<file path="src/rtl/cpu_ctrl_pkg.sv">
// Shared types for the multi-cycle CPU controller: opcodes, write-back selects,
// branch conditions, FSM states and the decoded-opcode record.
package cpu_ctrl_pkg;

  typedef enum logic [4:0] {
    OP_MV    = 5'b00000,
    OP_ADD   = 5'b00001,
    OP_SUB   = 5'b00010,
    OP_CMP   = 5'b00011,
    OP_LD    = 5'b00100,
    OP_ST    = 5'b00101,
    OP_JR    = 5'b01000,
    OP_JZR   = 5'b01001,
    OP_JNR   = 5'b01010,
    OP_CALLR = 5'b01100,
    OP_MVI   = 5'b10000,
    OP_ADDI  = 5'b10001,
    OP_SUBI  = 5'b10010,
    OP_CMPI  = 5'b10011,
    OP_MVHI  = 5'b10110,
    OP_J     = 5'b11000,
    OP_JZ    = 5'b11001,
    OP_JN    = 5'b11010,
    OP_CALL  = 5'b11100
  } opcode_e;

  localparam logic [2:0] WB_MEM    = 3'b000;
  localparam logic [2:0] WB_ALU    = 3'b001;
  localparam logic [2:0] WB_PC2    = 3'b010;
  localparam logic [2:0] WB_RY     = 3'b011;
  localparam logic [2:0] WB_IMM8   = 3'b100;
  localparam logic [2:0] WB_IMM8_H = 3'b101;

  typedef enum logic [1:0] {
    BR_ALWAYS = 2'b00,
    BR_Z      = 2'b01,
    BR_N      = 2'b10,
    BR_NEVER  = 2'b11
  } br_cond_e;

  typedef enum logic [2:0] {
    IDLE,
    FETCH,
    DECODE,
    EXEC,
    MEM,
    HALT
  } state_e;

  typedef enum logic [2:0] {
    CL_ALU,
    CL_CMP,
    CL_MEM,
    CL_BR,
    CL_ILL
  } op_class_e;

  typedef struct packed {
    op_class_e  cls;
    logic       alu_op;
    logic       alu_src;
    logic       ext_sel;
    logic       br_src;
    logic       reg_dst;
    logic       reg_write;
    logic       nz_write;
    logic       is_store;
    logic [2:0] wb_src;
    br_cond_e   br_cond;
    logic       legal;
  } op_info_t;

endpackage

</file>
<file path="src/rtl/cpu_op_table.sv">
// Combinational opcode decode: instruction class, static datapath selects,
// branch condition and legality. Strobes are gated by the FSM, not here.
module cpu_op_table
  import cpu_ctrl_pkg::*;
(
  input  logic [4:0] op,
  input  logic       upper_zero,
  output op_info_t   info
);

  always_comb begin
    info         = '0;
    info.cls     = CL_ILL;
    info.br_cond = BR_NEVER;
    if (upper_zero) begin
      case (op)
        OP_MV:   begin info.cls = CL_ALU; info.reg_write = 1'b1; info.wb_src = WB_RY; end
        OP_ADD:  begin info.cls = CL_ALU; info.reg_write = 1'b1; info.nz_write = 1'b1; info.wb_src = WB_ALU; end
        OP_SUB:  begin info.cls = CL_ALU; info.reg_write = 1'b1; info.nz_write = 1'b1; info.wb_src = WB_ALU;
                       info.alu_op = 1'b1; end
        OP_MVI:  begin info.cls = CL_ALU; info.reg_write = 1'b1; info.wb_src = WB_IMM8; end
        OP_ADDI: begin info.cls = CL_ALU; info.reg_write = 1'b1; info.nz_write = 1'b1; info.wb_src = WB_ALU;
                       info.alu_src = 1'b1; end
        OP_SUBI: begin info.cls = CL_ALU; info.reg_write = 1'b1; info.nz_write = 1'b1; info.wb_src = WB_ALU;
                       info.alu_src = 1'b1; info.alu_op = 1'b1; end
        OP_MVHI: begin info.cls = CL_ALU; info.reg_write = 1'b1; info.wb_src = WB_IMM8_H; end
        OP_CMP:  begin info.cls = CL_CMP; info.nz_write = 1'b1; info.alu_op = 1'b1; end
        OP_CMPI: begin info.cls = CL_CMP; info.nz_write = 1'b1; info.alu_op = 1'b1; info.alu_src = 1'b1; end
        OP_LD:   begin info.cls = CL_MEM; info.reg_write = 1'b1; info.wb_src = WB_MEM; end
        OP_ST:   begin info.cls = CL_MEM; info.is_store = 1'b1; end
        // opcode[4] picks pc-relative target with the wide immediate
        OP_JR, OP_JZR, OP_JNR, OP_J, OP_JZ, OP_JN: begin
          info.cls     = CL_BR;
          info.br_src  = op[4];
          info.ext_sel = op[4];
          info.br_cond = br_cond_e'(op[1:0]);
        end
        OP_CALLR, OP_CALL: begin
          info.cls       = CL_BR;
          info.br_src    = op[4];
          info.ext_sel   = op[4];
          info.br_cond   = BR_ALWAYS;
          info.reg_write = 1'b1;
          info.reg_dst   = 1'b1;
          info.wb_src    = WB_PC2;
        end
        default: ;
      endcase
    end
    info.legal = (info.cls != CL_ILL);
  end

endmodule

</file>
<file path="src/rtl/cpu_multicycle_ctrl.sv">
// Multi-cycle control FSM: fetch/decode/execute/memory sequencing over a shared
// memory with ready handshake, wait timeout and illegal-opcode halt.
module cpu_multicycle_ctrl
  import cpu_ctrl_pkg::*;
#(
  parameter int OPCODE_W        = 5,
  parameter int WB_SEL_W        = 3,
  parameter int TIMEOUT_CYCLES  = 16,
  parameter int HALT_ON_ILLEGAL = 1
) (
  input  logic                clk,
  input  logic                reset,
  input  logic                run,
  input  logic [OPCODE_W-1:0] opcode,
  input  logic                flag_n,
  input  logic                flag_z,
  input  logic                mem_ready,
  output logic                mem_req,
  output logic                mem_we,
  output logic                mem_sel,
  output logic                ir_load,
  output logic                pc_enable,
  output logic                pc_src,
  output logic                br_src,
  output logic                ext_sel,
  output logic                alu_op,
  output logic                alu_src,
  output logic                reg_write,
  output logic                reg_dst,
  output logic [WB_SEL_W-1:0] wb_src,
  output logic                nz_write,
  output logic                halted,
  output logic                bus_error
);

  localparam int CNT_W = (TIMEOUT_CYCLES > 1) ? $clog2(TIMEOUT_CYCLES) : 1;
  localparam logic [CNT_W-1:0] CNT_LAST = CNT_W'((TIMEOUT_CYCLES > 0) ? TIMEOUT_CYCLES - 1 : 0);

  state_e           state_q, state_d;
  logic [CNT_W-1:0] wait_cnt_q, wait_cnt_d;
  logic             bus_error_q, bus_error_d;

  logic [4:0] op5;
  logic       upper_zero;
  op_info_t   info;
  logic       mem_wait;
  logic       timeout_hit;
  logic       taken;

  assign op5 = opcode[4:0];

  if (OPCODE_W > 5) begin : g_wide_op
    assign upper_zero = ~|opcode[OPCODE_W-1:5];
  end else begin : g_plain_op
    assign upper_zero = 1'b1;
  end

  cpu_op_table u_op_table (
    .op         (op5),
    .upper_zero (upper_zero),
    .info       (info)
  );

  assign mem_wait    = ((state_q == FETCH) || (state_q == MEM)) && !mem_ready;
  assign timeout_hit = (TIMEOUT_CYCLES != 0) && mem_wait && (wait_cnt_q == CNT_LAST);

  always_comb begin
    case (info.br_cond)
      BR_ALWAYS: taken = 1'b1;
      BR_Z:      taken = flag_z;
      BR_N:      taken = flag_n;
      default:   taken = 1'b0;
    endcase
  end

  always_ff @(posedge clk or posedge reset) begin
    if (reset) begin
      state_q     <= IDLE;
      wait_cnt_q  <= '0;
      bus_error_q <= 1'b0;
    end else begin
      state_q     <= state_d;
      wait_cnt_q  <= wait_cnt_d;
      bus_error_q <= bus_error_d;
    end
  end

  always_comb begin
    state_d     = state_q;
    bus_error_d = bus_error_q | timeout_hit;
    case (state_q)
      IDLE:   if (run) state_d = FETCH;
      FETCH:  if (mem_ready) state_d = DECODE;
              else if (timeout_hit) state_d = HALT;
      DECODE: if (info.legal) state_d = EXEC;
              else if (HALT_ON_ILLEGAL != 0) state_d = HALT;
              else state_d = FETCH;
      EXEC:   state_d = (info.cls == CL_MEM) ? MEM : FETCH;
      MEM:    if (mem_ready) state_d = FETCH;
              else if (timeout_hit) state_d = HALT;
      HALT:   state_d = HALT;
      default: state_d = IDLE;
    endcase
    // counts only while stalled in place; any entry into FETCH/MEM starts from zero
    wait_cnt_d = (mem_wait && (state_d == state_q)) ? wait_cnt_q + 1'b1 : '0;
  end

  always_comb begin
    mem_req   = 1'b0;
    mem_we    = 1'b0;
    mem_sel   = 1'b0;
    ir_load   = 1'b0;
    pc_enable = 1'b0;
    pc_src    = 1'b0;
    br_src    = 1'b0;
    ext_sel   = 1'b0;
    alu_op    = 1'b0;
    alu_src   = 1'b0;
    reg_write = 1'b0;
    reg_dst   = 1'b0;
    wb_src    = '0;
    nz_write  = 1'b0;
    if ((state_q == EXEC) || (state_q == MEM)) begin
      br_src  = info.br_src;
      ext_sel = info.ext_sel;
      alu_op  = info.alu_op;
      alu_src = info.alu_src;
      reg_dst = info.reg_dst;
      wb_src  = WB_SEL_W'(info.wb_src);
    end
    case (state_q)
      FETCH: begin
        mem_req = 1'b1;
        mem_sel = 1'b1;
        ir_load = mem_ready;
      end
      DECODE: begin
        if (!info.legal && (HALT_ON_ILLEGAL == 0)) begin
          pc_enable = 1'b1;
          pc_src    = 1'b1;
        end
      end
      EXEC: begin
        case (info.cls)
          CL_ALU: begin
            reg_write = info.reg_write;
            nz_write  = info.nz_write;
            pc_enable = 1'b1;
            pc_src    = 1'b1;
          end
          CL_CMP: begin
            nz_write  = 1'b1;
            pc_enable = 1'b1;
            pc_src    = 1'b1;
          end
          CL_BR: begin
            reg_write = info.reg_write;
            pc_enable = 1'b1;
            pc_src    = !taken;
          end
          default: ;
        endcase
      end
      MEM: begin
        mem_req = 1'b1;
        mem_we  = info.is_store;
        if (mem_ready) begin
          reg_write = !info.is_store;
          pc_enable = 1'b1;
          pc_src    = 1'b1;
        end
      end
      default: ;
    endcase
  end

  assign halted    = (state_q == HALT);
  assign bus_error = bus_error_q;

endmodule

</file>
<file path="config.mk">
export PLATFORM = sky130hd
export DESIGN_NAME = cpu_multicycle_ctrl
export DESIGN_NICKNAME = d
export VERILOG_FILES = /design/src/rtl/cpu_ctrl_pkg.sv /design/src/rtl/cpu_op_table.sv /design/src/rtl/cpu_multicycle_ctrl.sv
export SDC_FILE = /design/constraint.sdc
export NUM_CORES = 1
export LEC_CHECK = 0
export CAP_MARGIN = 20
export CORE_MARGIN = 1.5
export CORE_UTILIZATION = 30
export DETAILED_ROUTE_END_ITERATION = 8
export PLACE_DENSITY = 0.59
export SLEW_MARGIN = 20
export SYNTH_ARGS = -nofsm -noshare
export SYNTH_HDL_FRONTEND = slang
export SYNTH_SLANG_ARGS = --single-unit
</file>
<file path="constraint.sdc">
create_clock -name clk -period 2 [get_ports clk]
set_input_delay 0.4 -clock clk [delete_from_list [all_inputs] [get_ports clk]]
set_output_delay 0.4 -clock clk [all_outputs]
set_load 0.1 [all_outputs]
</file>
==> results.yml <==
power_and_ir_drop:
  ir_drop_uv: 1600
  finalPower_mw: 2.11
  power_density_nw_per_um2: 1240
  p_leak_nw: 0.720
logic_synthesis:
  synth-simple-area-share: 0.300
  synth_ff_type: "dfrtp_1"
  synth.avg_cell_area_um2: 7.47
  synthTopCellsByCount: "nor2_1, dfrtp_1, a21oi_1, nand2_1, inv_1"
  syn_area_um2: 747
  synthMuxAreaShare: 0
  synth_xor_xnor_area_share: 0.0352
  synth.most_common_cell: "nor2_1"
  synth_edf_count: 0
  synth_top_family_by_area: "simple AND/OR/NAND/NOR gates"
  async_flop_share: 1.00
  yosys_warnings: 0
  synthAdderAreaFrac: 0.0168
  ys_seq_area_frac: 0.268
  synth_area_leaders: "dfrtp_1, nor2_1, a21oi_1, nand2_1, nand2b_1"
  synth_compound_area_frac: 0.291
  syn_inst: 100
  synth_top_area_share: 0.268
  synth_cell_types: 41
  synth_top_area_cell: "dfrtp_1"
  syn-num-nets: 112
  ys_ff_latch: 8
finish:
  num_antenna_cells: 0
  drive_gt1_frac: 0.601
  stdcell_count: 186
  fillers: 155
  nNetsFinal: 172
  syn2layout_area_growth_pct: 129
worst_setup_path:
  critical_path_class: "reg2out"
  worstPathMaxFanout: 3
  rr_worst_depth: 4
  cp-end-kind: "primary output"
  cpMostUsedCell: "nand2b_4"
  worst_setup_path_start_kind: "flop"
  path_cells: "nand2b_4, o21a_4, nand2b_4, nor4_4, buf_12"
  crit_required_ns: 1.60
  crit_arrival_ns: 1.66
  crit_slowest_cell: "dfrtp_1"
  max_stage_delay_ns: 0.41
run_status:
  status: "complete, but fails checks"
  violations: "setup timing"
routing:
  drtAntennaViolNets: 0
  first_pass_iters: 4
  drc_errors: 0
  via_per_inst: 5.33
  wl_um: 2960
  vias: 992
  first_iter_violations: 19
  wl_per_cell_um: 15.9
floorplanning:
  die_h_um: 52.9
  io_pins: 29
  fp.coreArea_um2: 2280
  num_rows: 17
  die_w_um: 52.9
  die-area_um2: 2800
  initial_utilization: 0.328
sta:
  fin_skew_ns: 0.000639
  slew_headroom: 0.784
  finalHoldViolCount: 0
  period_share: 1.03
  max_slew.worst_pin.slew_ns: 0.322
  slew_violations: 0
  fin_crit_ns: 2.06
  rsz0062_at_grt: "yes"
  finalSetupTns_ns: -0.195
  setup_ws_ns: -0.0566
  clock.fmax_mhz: 486
  setup_viol: 5
placed_design:
  numPlacedInstances: 180
  dpl.hpwl_um: 2140
  place.gp.congestion: 0.779
  io_buffer_count: 28
grt:
  grt_pass1_wl_um: 4480
  grt_pass1_vias: 1063
  grt_util_all_layers: 0.215
  overflow: 0
  antenna_found_initial: 0
  grt_max_degree: 12
cts:
  clock-sinks: 8
  htree_levels: 1
  cts_tree: "yes"
  cts_buffers: 3
  clkLatencyLatePin_ns: 0.25
  max-clock-path-buffers: 2
  cts_root_buf: "clkbuf_4"
  clk_pin_slew_worst_paths_ns: 0.06
min_path:
  hold_path.class: "in2async"
flow_run:
  max-cap-violations: 0
cell type report:
class / instances / area [um^2] / area share
tap: 28 / 35.0 / 0.0205
sequential: 8 / 201 / 0.118
multi-input combinational: 79 / 709 / 0.415
clock buffer: 3 / 22.5 / 0.0132
timing repair buffer: 63 / 718 / 0.421
inverter: 5 / 21.3 / 0.0125
layout by cell type, fill, tap and decap left out, types with 3 or more instances in the layout:
cell / instances
a21oi_1: 6
buf_12: 17
buf_2: 3
buf_4: 29
buf_6: 8
clkbuf_4: 3
clkdlybuf4s50_1: 5
dfrtp_1: 7
inv_1: 3
nand2_1: 6
nor2_1: 7
nor2_2: 4
nor2_4: 3
nor4_4: 4
o21ai_1: 3
per-stage QoR:
step | area [um^2] | setup slack (ns) | hold WS, ns | util
floorplan | 941 | -0.580 | 0.216 | -
global placement | 1590 | -0.394 | 0.462 | 0.698
detailed placement | 1590 | -0.430 | 0.477 | 0.698
CTS | 1680 | -0.0575 | 0.409 | 0.736
global route | 1710 | -0.108 | 0.448 | 0.750
finish | 1710 | -0.0566 | 0.401 | 0.750
repair_timing:
item / 4_1_cts / 5_1_grt
hold buffers: 0 / 0
setup buffers: 2 / 2
hold endpoints to repair: 0 / 0
pin swaps: 9 / 9
endpoints found under the setup margin: 13 / 13
resized for setup: 30 / 19
state kept, by name, summed over array words and instances (netlist names):
signal,flops
state_q,3
wait_cnt_q,4
bus_error,1
worst max-delay path, delay by kind of cell (launching register included):
kind	cells	cell delay [ns]
flops	1	0.41
compound gates	1	0.20
buf+inv	1	0.21
simple gates	3	0.57
where the power goes:
group	total (mW)	switching [mW]	internal (mW)
logic	1.74	1.06	0.676
clock network	0.123	0.0545	0.0687
registers	0.250	0.0447	0.206
total	2.11	1.16	0.950
routing by layer:
metal | track usage | vias up | wire [um]
li1 | - | 483 | -
met5 | 0 | - | 0
met3 | 0.0226 | 6 | 113
met4 | 0.103 | 0 | 45
met2 | 0.375 | 29 | 1570
met1 | 0.262 | 474 | 1220
final timing paths:
kind                             from       endpoint  slack, ns
setup / recovery           state_q[1]      wb_src[2]      -0.06
hold / removal                  reset  wait_cnt_q[3]       0.40
setup reg to reg           state_q[0]  wait_cnt_q[3]       0.50
hold reg to reg             bus_error      bus_error       0.48
max in group asynchronous       reset     state_q[0]       1.34
min in group clk            bus_error      bus_error       0.48
cells by family (layout without fill, tap and decap cells):
family | Yosys count | count (layout)
DFF | 8 | 8
AOI/OAI and AO/OA | 31 | 31
and+or+nand+nor | 44 | 44
xor gates and xnor gates | 3 | 3
buffers and inverters | 13 | 71
adders and majority gates | 1 | 1
Note: power is estimated with default switching activity, not from simulation.
